<file path="src/rtl/turfio_ddr_writer_pkg.sv">
// turfio_ddr_writer_pkg: FSM encoding and fixed AXI constants shared by the DDR writer.
package turfio_ddr_writer_pkg;
    typedef enum logic [1:0] {ST_IDLE, ST_AWREQ, ST_WDATA, ST_WAITB} state_t;
    localparam logic [1:0] AXI_BURST_INCR = 2'b01;
    localparam logic [1:0] AXI_RESP_OKAY  = 2'b00;
    localparam logic [3:0] AXI_CACHE_BUF  = 4'b0011;
    localparam logic [2:0] AXI_PROT_NONE  = 3'b000;
    localparam int         BOUNDARY_4K    = 4096;
endpackage

</file>
<file path="src/rtl/turfio_ddr_writer_burst_len.sv">
// ddr_burst_len: beats in the next burst = min(remaining, MAX_BURST, beats left before the 4 KB page end).
module ddr_burst_len
    import turfio_ddr_writer_pkg::*;
#(
    parameter int BYTES     = 64,
    parameter int MAX_BURST = 64
) (
    input  logic [15:0] rem_i,
    input  logic [11:0] addr_lo_i,
    output logic [7:0]  blen_o
);
    localparam int BSHIFT = $clog2(BYTES);
    logic [12:0] room;
    logic [15:0] cap;
    always_comb begin
        room   = (13'(BOUNDARY_4K) - {1'b0, addr_lo_i}) >> BSHIFT;
        cap    = ({3'b0, room} < 16'(MAX_BURST)) ? {3'b0, room} : 16'(MAX_BURST);
        blen_o = 8'(rem_i < cap ? rem_i : cap);
    end
endmodule

</file>
<file path="src/rtl/turfio_ddr_writer.sv">
// turfio_ddr_writer: AXI4 write master that splits a stream command into 4 KB-safe INCR bursts
// and reports per-command completion with bresp / tlast error flags.
module turfio_ddr_writer
    import turfio_ddr_writer_pkg::*;
#(
    parameter int DATA_WIDTH = 512,
    parameter int ADDR_WIDTH = 40,
    parameter int MAX_BURST  = 64,
    parameter int MAX_OUTSTD = 4
) (
    input  logic                    aclk,
    input  logic                    aresetn,
    input  logic [ADDR_WIDTH-1:0]   cmd_addr,
    input  logic [15:0]             cmd_len,
    input  logic                    cmd_valid,
    output logic                    cmd_ready,
    input  logic [DATA_WIDTH-1:0]   s_axis_tdata,
    input  logic                    s_axis_tvalid,
    output logic                    s_axis_tready,
    input  logic                    s_axis_tlast,
    output logic [ADDR_WIDTH-1:0]   m_axi_awaddr,
    output logic [7:0]              m_axi_awlen,
    output logic [2:0]              m_axi_awsize,
    output logic [1:0]              m_axi_awburst,
    output logic [3:0]              m_axi_awcache,
    output logic [2:0]              m_axi_awprot,
    output logic                    m_axi_awvalid,
    input  logic                    m_axi_awready,
    output logic [DATA_WIDTH-1:0]   m_axi_wdata,
    output logic [DATA_WIDTH/8-1:0] m_axi_wstrb,
    output logic                    m_axi_wlast,
    output logic                    m_axi_wvalid,
    input  logic                    m_axi_wready,
    input  logic [1:0]              m_axi_bresp,
    input  logic                    m_axi_bvalid,
    output logic                    m_axi_bready,
    output logic                    done,
    output logic [1:0]              done_err,
    output logic                    busy
);
    localparam int BYTES  = DATA_WIDTH / 8;
    localparam int BSHIFT = $clog2(BYTES);
    localparam int OW     = $clog2(MAX_OUTSTD + 1);

    state_t                state_q;
    logic [ADDR_WIDTH-1:0] addr_q, awaddr_q;
    logic [15:0]           rem_q;
    logic [7:0]            beats_q, awlen_q, blen;
    logic                  awvalid_q, done_q;
    logic [OW-1:0]         outstd_q, outstd_d;
    logic [1:0]            err_q, done_err_q;
    logic                  in_w, aw_fire, w_fire, b_fire, final_beat;

    ddr_burst_len #(.BYTES(BYTES), .MAX_BURST(MAX_BURST)) u_blen (
        .rem_i     (rem_q),
        .addr_lo_i (addr_q[11:0]),
        .blen_o    (blen)
    );

    always_comb begin
        in_w       = state_q == ST_WDATA;
        aw_fire    = awvalid_q && m_axi_awready;
        w_fire     = in_w && s_axis_tvalid && m_axi_wready;
        b_fire     = m_axi_bvalid;
        final_beat = rem_q == '0 && beats_q == 8'd1;
        outstd_d   = outstd_q + OW'(aw_fire) - OW'(b_fire);
    end

    // beats_q doubles as the latched burst length between awvalid assertion and the AW handshake
    always_ff @(posedge aclk) begin
        if (!aresetn) begin
            state_q    <= ST_IDLE;
            addr_q     <= '0;
            rem_q      <= '0;
            beats_q    <= '0;
            awaddr_q   <= '0;
            awlen_q    <= '0;
            awvalid_q  <= 1'b0;
            outstd_q   <= '0;
            err_q      <= '0;
            done_q     <= 1'b0;
            done_err_q <= '0;
        end else begin
            done_q   <= 1'b0;
            outstd_q <= outstd_d;
            if (b_fire && m_axi_bresp != AXI_RESP_OKAY) err_q[0] <= 1'b1;
            case (state_q)
                ST_IDLE: if (cmd_valid) begin
                    addr_q  <= cmd_addr;
                    rem_q   <= cmd_len;
                    err_q   <= '0;
                    state_q <= ST_AWREQ;
                end
                ST_AWREQ: if (!awvalid_q) begin
                    if (outstd_q < OW'(MAX_OUTSTD)) begin
                        awvalid_q <= 1'b1;
                        awaddr_q  <= addr_q;
                        awlen_q   <= blen - 8'd1;
                        beats_q   <= blen;
                    end
                end else if (m_axi_awready) begin
                    awvalid_q <= 1'b0;
                    addr_q    <= addr_q + (ADDR_WIDTH'(beats_q) << BSHIFT);
                    rem_q     <= rem_q - 16'(beats_q);
                    state_q   <= ST_WDATA;
                end
                ST_WDATA: if (w_fire) begin
                    beats_q <= beats_q - 8'd1;
                    if (s_axis_tlast != final_beat) err_q[1] <= 1'b1;
                    if (beats_q == 8'd1) state_q <= (rem_q != '0) ? ST_AWREQ : ST_WAITB;
                end
                ST_WAITB: if (outstd_q == '0) begin
                    done_q     <= 1'b1;
                    done_err_q <= err_q;
                    state_q    <= ST_IDLE;
                end
                default: state_q <= ST_IDLE;
            endcase
        end
    end

    assign cmd_ready     = state_q == ST_IDLE;
    assign busy          = state_q != ST_IDLE;
    assign s_axis_tready = in_w && m_axi_wready;
    assign m_axi_awaddr  = awaddr_q;
    assign m_axi_awlen   = awlen_q;
    assign m_axi_awsize  = 3'(BSHIFT);
    assign m_axi_awburst = AXI_BURST_INCR;
    assign m_axi_awcache = AXI_CACHE_BUF;
    assign m_axi_awprot  = AXI_PROT_NONE;
    assign m_axi_awvalid = awvalid_q;
    assign m_axi_wdata   = s_axis_tdata;
    assign m_axi_wstrb   = '1;
    assign m_axi_wlast   = in_w && beats_q == 8'd1;
    assign m_axi_wvalid  = in_w && s_axis_tvalid;
    assign m_axi_bready  = 1'b1;
    assign done          = done_q;
    assign done_err      = done_err_q;
endmodule
</file>
<file path="config.mk">
export PLATFORM = sky130hd
export DESIGN_NAME = turfio_ddr_writer
export DESIGN_NICKNAME = d
export VERILOG_FILES = /design/src/rtl/turfio_ddr_writer_pkg.sv /design/src/rtl/turfio_ddr_writer_burst_len.sv /design/src/rtl/turfio_ddr_writer.sv
export SDC_FILE = /design/constraint.sdc
export NUM_CORES = 1
export LEC_CHECK = 0
export BUFFER_PORTS_ARGS = -buffer_cell sky130_fd_sc_hd__buf_2
export CAP_MARGIN = 20
export CORE_AREA = 3 3 481 483
export CTS_CLUSTER_DIAMETER = 30
export DETAILED_ROUTE_END_ITERATION = 8
export DIE_AREA = 0 0 484 486
export SYNTH_ARGS = -nofsm -noshare
export SYNTH_HDL_FRONTEND = slang
export SYNTH_SLANG_ARGS = --single-unit
</file>
<file path="constraint.sdc">
create_clock -name aclk -period 4.21 [get_ports aclk]
set_input_delay 1.263 -clock aclk [delete_from_list [all_inputs] [get_ports aclk]]
set_output_delay 1.263 -clock aclk [all_outputs]
set_load 0.02 [all_outputs]
</file>
==> out/qor.csv, run 1 <==
metric,value,unit
grt_use_total,0.1291,
setup.worst_path.end_class,register,
seq_area_frac_synth,0.2115,
fin_crit_sh,0.9018,
viasPerCell,2.154,
hold_violations,0,
fin_skew,0.01209,ns
p_per_area,363.8,nW/µm²
rsz0062_at_grt,false,
grt_pass1_wl,177.8,mm
dr.first_iter.drc_count,394,
wire_per_inst,38.24,µm
max_slew_margin,0.4114,
synth_cell_type_count,83,
multi_input_area,4653,µm²
via_count,8912,
syn_inst,1519,
clk_latency,0.46,ns
ys_warn_count,0,
register_area,2462,µm²
die_y,486,µm
cts.clk_slew.worst_paths,0.06,ns
fillers,26980,
start_kind,register,
yosys-top-cells-count,"buf_4, nand2_1, dfxtp_1, a21oi_1, nor2_1",
dominantRegCellSynth,dfxtp_1,
r2r_setup_slack,0.41,ns
yosysMostFrequentCell,buf_4,
coreArea,227300,µm²
drive_above_1_share,0.1888,
die_w,484,µm
gp_congestion,0.8546,
max_freq,263.4,MHz
synth_async_sr_flop_share,0,
maxCapViolCount,0,
setup_tns,0,ns
nNetsFinal,1718,
ant_nets,0,
num_rows,175,
placed_cell_area,11780,µm²
final_area,12420,µm²
synth_top_area_cell,buf_4,
h-tree-depth,4,
drcViolationCount,0,
ys_ff_latch,123,
holdCritPathClass,register to register,
drtPass1Iterations,5,
cts_made_buffers,17,
ios,1224,
clockRootBuffer,clkbuf_16,
ctsLongestPathBuffers,2,
p_leak,3.615,nW
cts_tree,yes,
synth_area,11640,µm²
ctsHoldBuffers,0,
dp_hpwl,149.9,mm
yosys-top-cells-area,"buf_4, dfxtp_1, nand2_1, a21oi_1, ha_1",
wirelength,158.2,mm
grt_pass1_vias,8326,
period_minus_slack,3.796,ns
peakVddDrop,0.2823,mV
area_delta_synth_final,6.685,%
report.final.slew_viol_count,0,
antenna_found_initial,43,
cts_sinks,123,
outcome,finished clean,
crit_required,4.54,ns
critical_path_class,register to register,
start_util,0.05122,
critPathMaxFanout,6,
grt_max_degree,84,
grt.overflow.total,0,
synth_top_area_frac,0.3798,
avgSynthCellArea,7.665,µm²
setup_viol,0,
dieArea,235200,µm²
numPortBuffers,122,
worstPathArrival,4.12,ns
worstMarginPinSlew,0.8808,ns
synth_edf_count,0,
[worst max-delay path: stages, from the launching register on]
cell	delay, ns
dfxtp_1	0.34
nor4_4	0.39
nand3_1	0.25
nor3_1	0.25
inv_1	0.10
nand2_1	0.09
ha_1	0.24
and3b_1	0.18
o21ai_0	0.15
o2111ai_1	0.18
a31oi_4	0.23
mux2_2	0.38
ha_2	0.22
and3_1	0.20
o2bb2ai_1	0.13
xnor2_1	0.13
mux2i_1	0.12
o21ai_0	0.08
[flip-flops by register name, summed over array words and instances (netlist names)]
name	count
done_err	2
rem_q	16
m_axi_awvalid	1
done	1
addr_q	40
m_axi_awlen	8
beats_q	8
state_q	2
outstd_q	3
err_q	2
m_axi_awaddr	40
[layout make-up]
class                   instances  area share
well taps                    3009      0.3031
inverters                      31    0.009368
repair buffers                145     0.06407
multi-input cells             792      0.3746
diodes                          6    0.001209
clock buffers                  21     0.03868
clock inverters                11     0.01068
flip-flops and latches        123      0.1982
[cell usage in the layout (no fill, tap or decap), types with 8 or more instances in the layout]
cell type and count:
buf_2 122, o311ai_0 10, nand3_1 40, buf_4 22, a31oi_1 18, nor2_1 65
conb_1 77, a21oi_1 94, a21o_1 8, o21ai_0 49, xnor2_1 13, or4_1 9
nand2_1 160, a311oi_1 9, a211oi_1 15, clkbuf_16 17, ha_1 26, dfxtp_1 123
nor3_1 26, inv_1 30, nand4_1 13, or3_1 8
[per-stage QoR]
step	power, mW	util	hold slack [ns]	setup slack (ns)	instances
final	4.518	0.05465	0.4462	0.4136	4138
after detailed placement	3.005	0.05183	0.4406	0.3618	4100
after floorplan	3.224	-	0.4241	0.6878	1594
after global routing	4.763	0.05459	0.4668	0.05248	4133
after CTS	4.571	0.05453	0.4489	0.3338	4132
after global placement	3.004	0.05183	0.4345	0.3497	4100
[where the power goes]
group,internal [mW],switching [mW]
Clock,0.941,0.611
Combinational,0.513,0.995
Sequential,1.29,0.172
[path summary, 6_finish.rpt]
check                    startpoint                           to  cells past startpoint
max          addr_q[0]$_SDFFE_PN0P_  m_axi_awlen[4]$_SDFFE_PN0P_                     17
min reg2reg     err_q[0]$_SDFF_PN0_          err_q[0]$_SDFF_PN0_                      2
max reg2reg  addr_q[0]$_SDFFE_PN0P_  m_axi_awlen[4]$_SDFFE_PN0P_                     17
min             err_q[0]$_SDFF_PN0_          err_q[0]$_SDFF_PN0_                      2
[per-layer routing]
metal,vias to the layer above,global-route usage,part of all wire
li1,3692,-,-
met1,3749,0.03044,0.085
met2,1174,0.2225,0.48
met3,291,0.2413,0.40
met4,6,0.03809,0.035
met5,-,0.005103,0.0010
[kinds of logic (layout without fill, tap and decap cells)]
group           after synthesis  count (layout)  share of synthesized area
simple gates                378             378                     0.1576
buf+inv                     679             208                     0.4153
compound gates              274             274                     0.1539
other cells                   2              83                  0.0006451
xor+xnor                     19              19                    0.01429
fa+ha+maj                    30              30                    0.03418
mux                          14              14                    0.01268
flops                       123             123                     0.2115
[timing repair]
item                       CTS  global route
buffers inserted             0             0
setup endpoints to repair    0             2
gates resized for setup      0             3
Power figures use the tool's default switching activity.
==> inputs of run 2 (changes only) <==
Settings changed: CORE_AREA 3 3 481 483 to 3 3 474 476, DIE_AREA 0 0 484 486 to 0 0 477 479.
Clock period 4.21 ns to 3.2 ns, I/O delays scaled along.
==> run 2 against run 1 <==
The flow now finishes with violations (setup timing). Core utilization increased by 0.37 points. Worst hold slack improved by 0.0035 ns. Critical endpoint unchanged. Non-clock buffer count increased by 49. Worst setup slack got worse by 0.66 ns. Final area increased by 4.1%. Critical path type unchanged. Die area decreased by 2.9%. Clock power increased by 23%.
==> out/qor.csv, run 2 (synthesis results as in run 1) <==
metric,value,unit,change
critPathMaxFanout,6,,unchanged
critical_path_class,register to register,,
area_delta_synth_final,11.05,%,
max_slew_margin,0.4343,,+0.02297
cts_made_buffers,17,,unchanged
start_kind,register,,
drive_above_1_share,0.2423,,+0.05354
r2r_setup_slack,-0.25,ns,-0.66 ns
antenna_found_initial,49,,+14%
grt_pass1_wl,143.1,mm,-19%
cts.clk_slew.worst_paths,0.07,ns,about the same
power,6.173,mW,+37%
violations,setup timing,,
p_leak,3.888,nW,+7.6%
cts_tree,yes,,
numPortBuffers,122,,unchanged
holdWs,0.4496,ns,+0.003459 ns
grt_max_degree,84,,unchanged
power_frac_comb,0.383,,+0.049
drcViolationCount,0,,unchanged
ant_nets,0,,unchanged
crit_top_cell,ha_4,,
grt_use_total,0.1036,,-0.02547
ctsLongestPathBuffers,2,,unchanged
p_per_area,477.4,nW/µm²,+31%
wire_per_inst,30.04,µm,-21%
coreArea,221400,µm²,-2.6%
worst-path-buf-inv,1,,unchanged
holdCritPathClass,register to register,,
setup_slack,-0.2498,ns,-0.6634 ns
start_util,0.05258,,+0.001352
clk_latency,0.44,ns,-0.02 ns
nNetsFinal,1767,,+2.9%
max_freq,289.9,MHz,+10%
outcome,"finished, violations left",,
gp_congestion,0.8272,,-3.2%
rsz0062_at_grt,true,,
dr.first_iter.drc_count,812,,+110%
dp_hpwl,115.2,mm,-23%
clockPowerShare,0.310,,-0.034
clockRootBuffer,clkbuf_16,,
via_count,9225,,+3.5%
dpl.cell_count,4102,,+0.049%
die_w,477,µm,-1.4%
sequentialPowerShare,0.307,,-0.016
layout_common_cells,"nand2_1, buf_2, dfxtp_1",,
period_minus_slack,3.450,ns,-0.3466 ns
p_int,3.645,mW,+33%
grt.overflow.total,0,,unchanged
h-tree-depth,4,,unchanged
grt_pass1_vias,8685,,+4.3%
worstMarginPinSlew,0.8465,ns,-0.03437 ns
maxCapViolCount,0,,unchanged
p_switching,2.528,mW,+42%
dieArea,228500,µm²,-2.9%
setup_viol,3,,+3
peakVddDrop,0.2843,mV,+0.70%
num_rows,173,,-1.1%
fin_skew,0.02055,ns,+0.008460 ns
die_y,479,µm,-1.4%
cts_sinks,123,,unchanged
viasPerCell,2.219,,+3.0%
crit_required,3.50,ns,-1.04 ns
cp_slowest_stage_delay,0.40,ns,about the same
crit_chain,nor4_4 > buf_4 > nand2_4 > xnor2_4 > ha_4 > a21o_1 > a21oi_2 > o2111ai_2 > a31oi_4 > mux2_4 > ha_4 > and3_4 > o2bb2ai_2 > xnor2_1 > mux2i_1 > o21ai_1,,
worstPathArrival,3.75,ns,-0.37 ns
wirelength,124.9,mm,-21%
ios,1224,,unchanged
cp_slowest_cell,nor4_4,,
drtPass1Iterations,5,,unchanged
setup.worst_path.end_class,register,,
final_common_cell,nand2_1,,
setup_tns,-0.5909,ns,-0.5909 ns
crit_family,compound AO/OA/AOI/OAI gates,,
switching_share,0.4095,,+0.01590
hold_violations,0,,unchanged
report.final.slew_viol_count,0,,unchanged
instances_no_fill,4158,,+0.48%
fin_crit_sh,1.078,,+0.1763
run 2: final timing paths:
check                                     start                            end  cells past startpoint
setup / recovery         addr_q[4]$_SDFFE_PN0P_    m_axi_awlen[4]$_SDFFE_PN0P_                     16
hold / removal    m_axi_awaddr[15]$_SDFFE_PN0P_  m_axi_awaddr[15]$_SDFFE_PN0P_                      2
setup reg to reg         addr_q[4]$_SDFFE_PN0P_    m_axi_awlen[4]$_SDFFE_PN0P_                     16
hold reg to reg   m_axi_awaddr[15]$_SDFFE_PN0P_  m_axi_awaddr[15]$_SDFFE_PN0P_                      2
run 2: area by class of cell:
| type | count | area [µm²] |
|---|---|---|
| Antenna cell | 11 | 27.53 |
| Timing Repair Buffer | 194 | 1196 |
| Sequential cell | 123 | 2465 |
| Inverter | 31 | 116.4 |
| Clock inverter | 15 | 145.1 |
| Clock buffer | 17 | 425.4 |
| Tap cell | 2975 | 3722 |
| Fill cell | 26127 | 208500 |
| Multi-Input combinational cell | 792 | 4831 |
run 2: layer usage:
metal  up-vias  track usage  routed length (µm)
li1       3783            -                   -
met1      4003      0.03738               15720
met2      1038       0.1793               60550
met3       395       0.1548               40420
met4         6      0.05805                8053
met5         -     0.004350                 151
run 2: through the flow:
step	area (µm²)	utilization	setup WS, ns
floorplan	11990	-	-0.1490
global placement	12100	0.05462	-0.2643
detailed placement	12100	0.05462	-0.3459
CTS	12810	0.05787	-0.2304
global route	12930	0.05839	-0.3737
finish	12930	0.05839	-0.2498
run 2: repair_timing:
item,CTS,global route
resized for setup,13,14
pin swaps,9,11
hold buffers,0,0
buffers inserted,11,2
setup endpoints to repair,4,4
run 2: power groups by stage:
| stage | Combinational (mW) | Clock [mW] | Sequential, mW |
|---|---|---|---|
| after floorplan | 2.38 | 0 | 1.91 |
| after global placement | 2.17 | 0 | 1.91 |
| after detailed placement | 2.21 | 0 | 1.92 |
| after CTS | 2.31 | 1.95 | 1.89 |
| after global routing | 2.57 | 2.01 | 1.92 |
| final | 2.36 | 1.91 | 1.90 |
run 2: worst register-to-register path, delay by kind of cell (launching register included):
kind	cells	cell delay [ns]
flops	1	0.34
buf+inv	1	0.19
fa+ha+maj	2	0.41
mux	2	0.48
xor+xnor	2	0.31
simple gates	3	0.66
compound gates	6	0.91
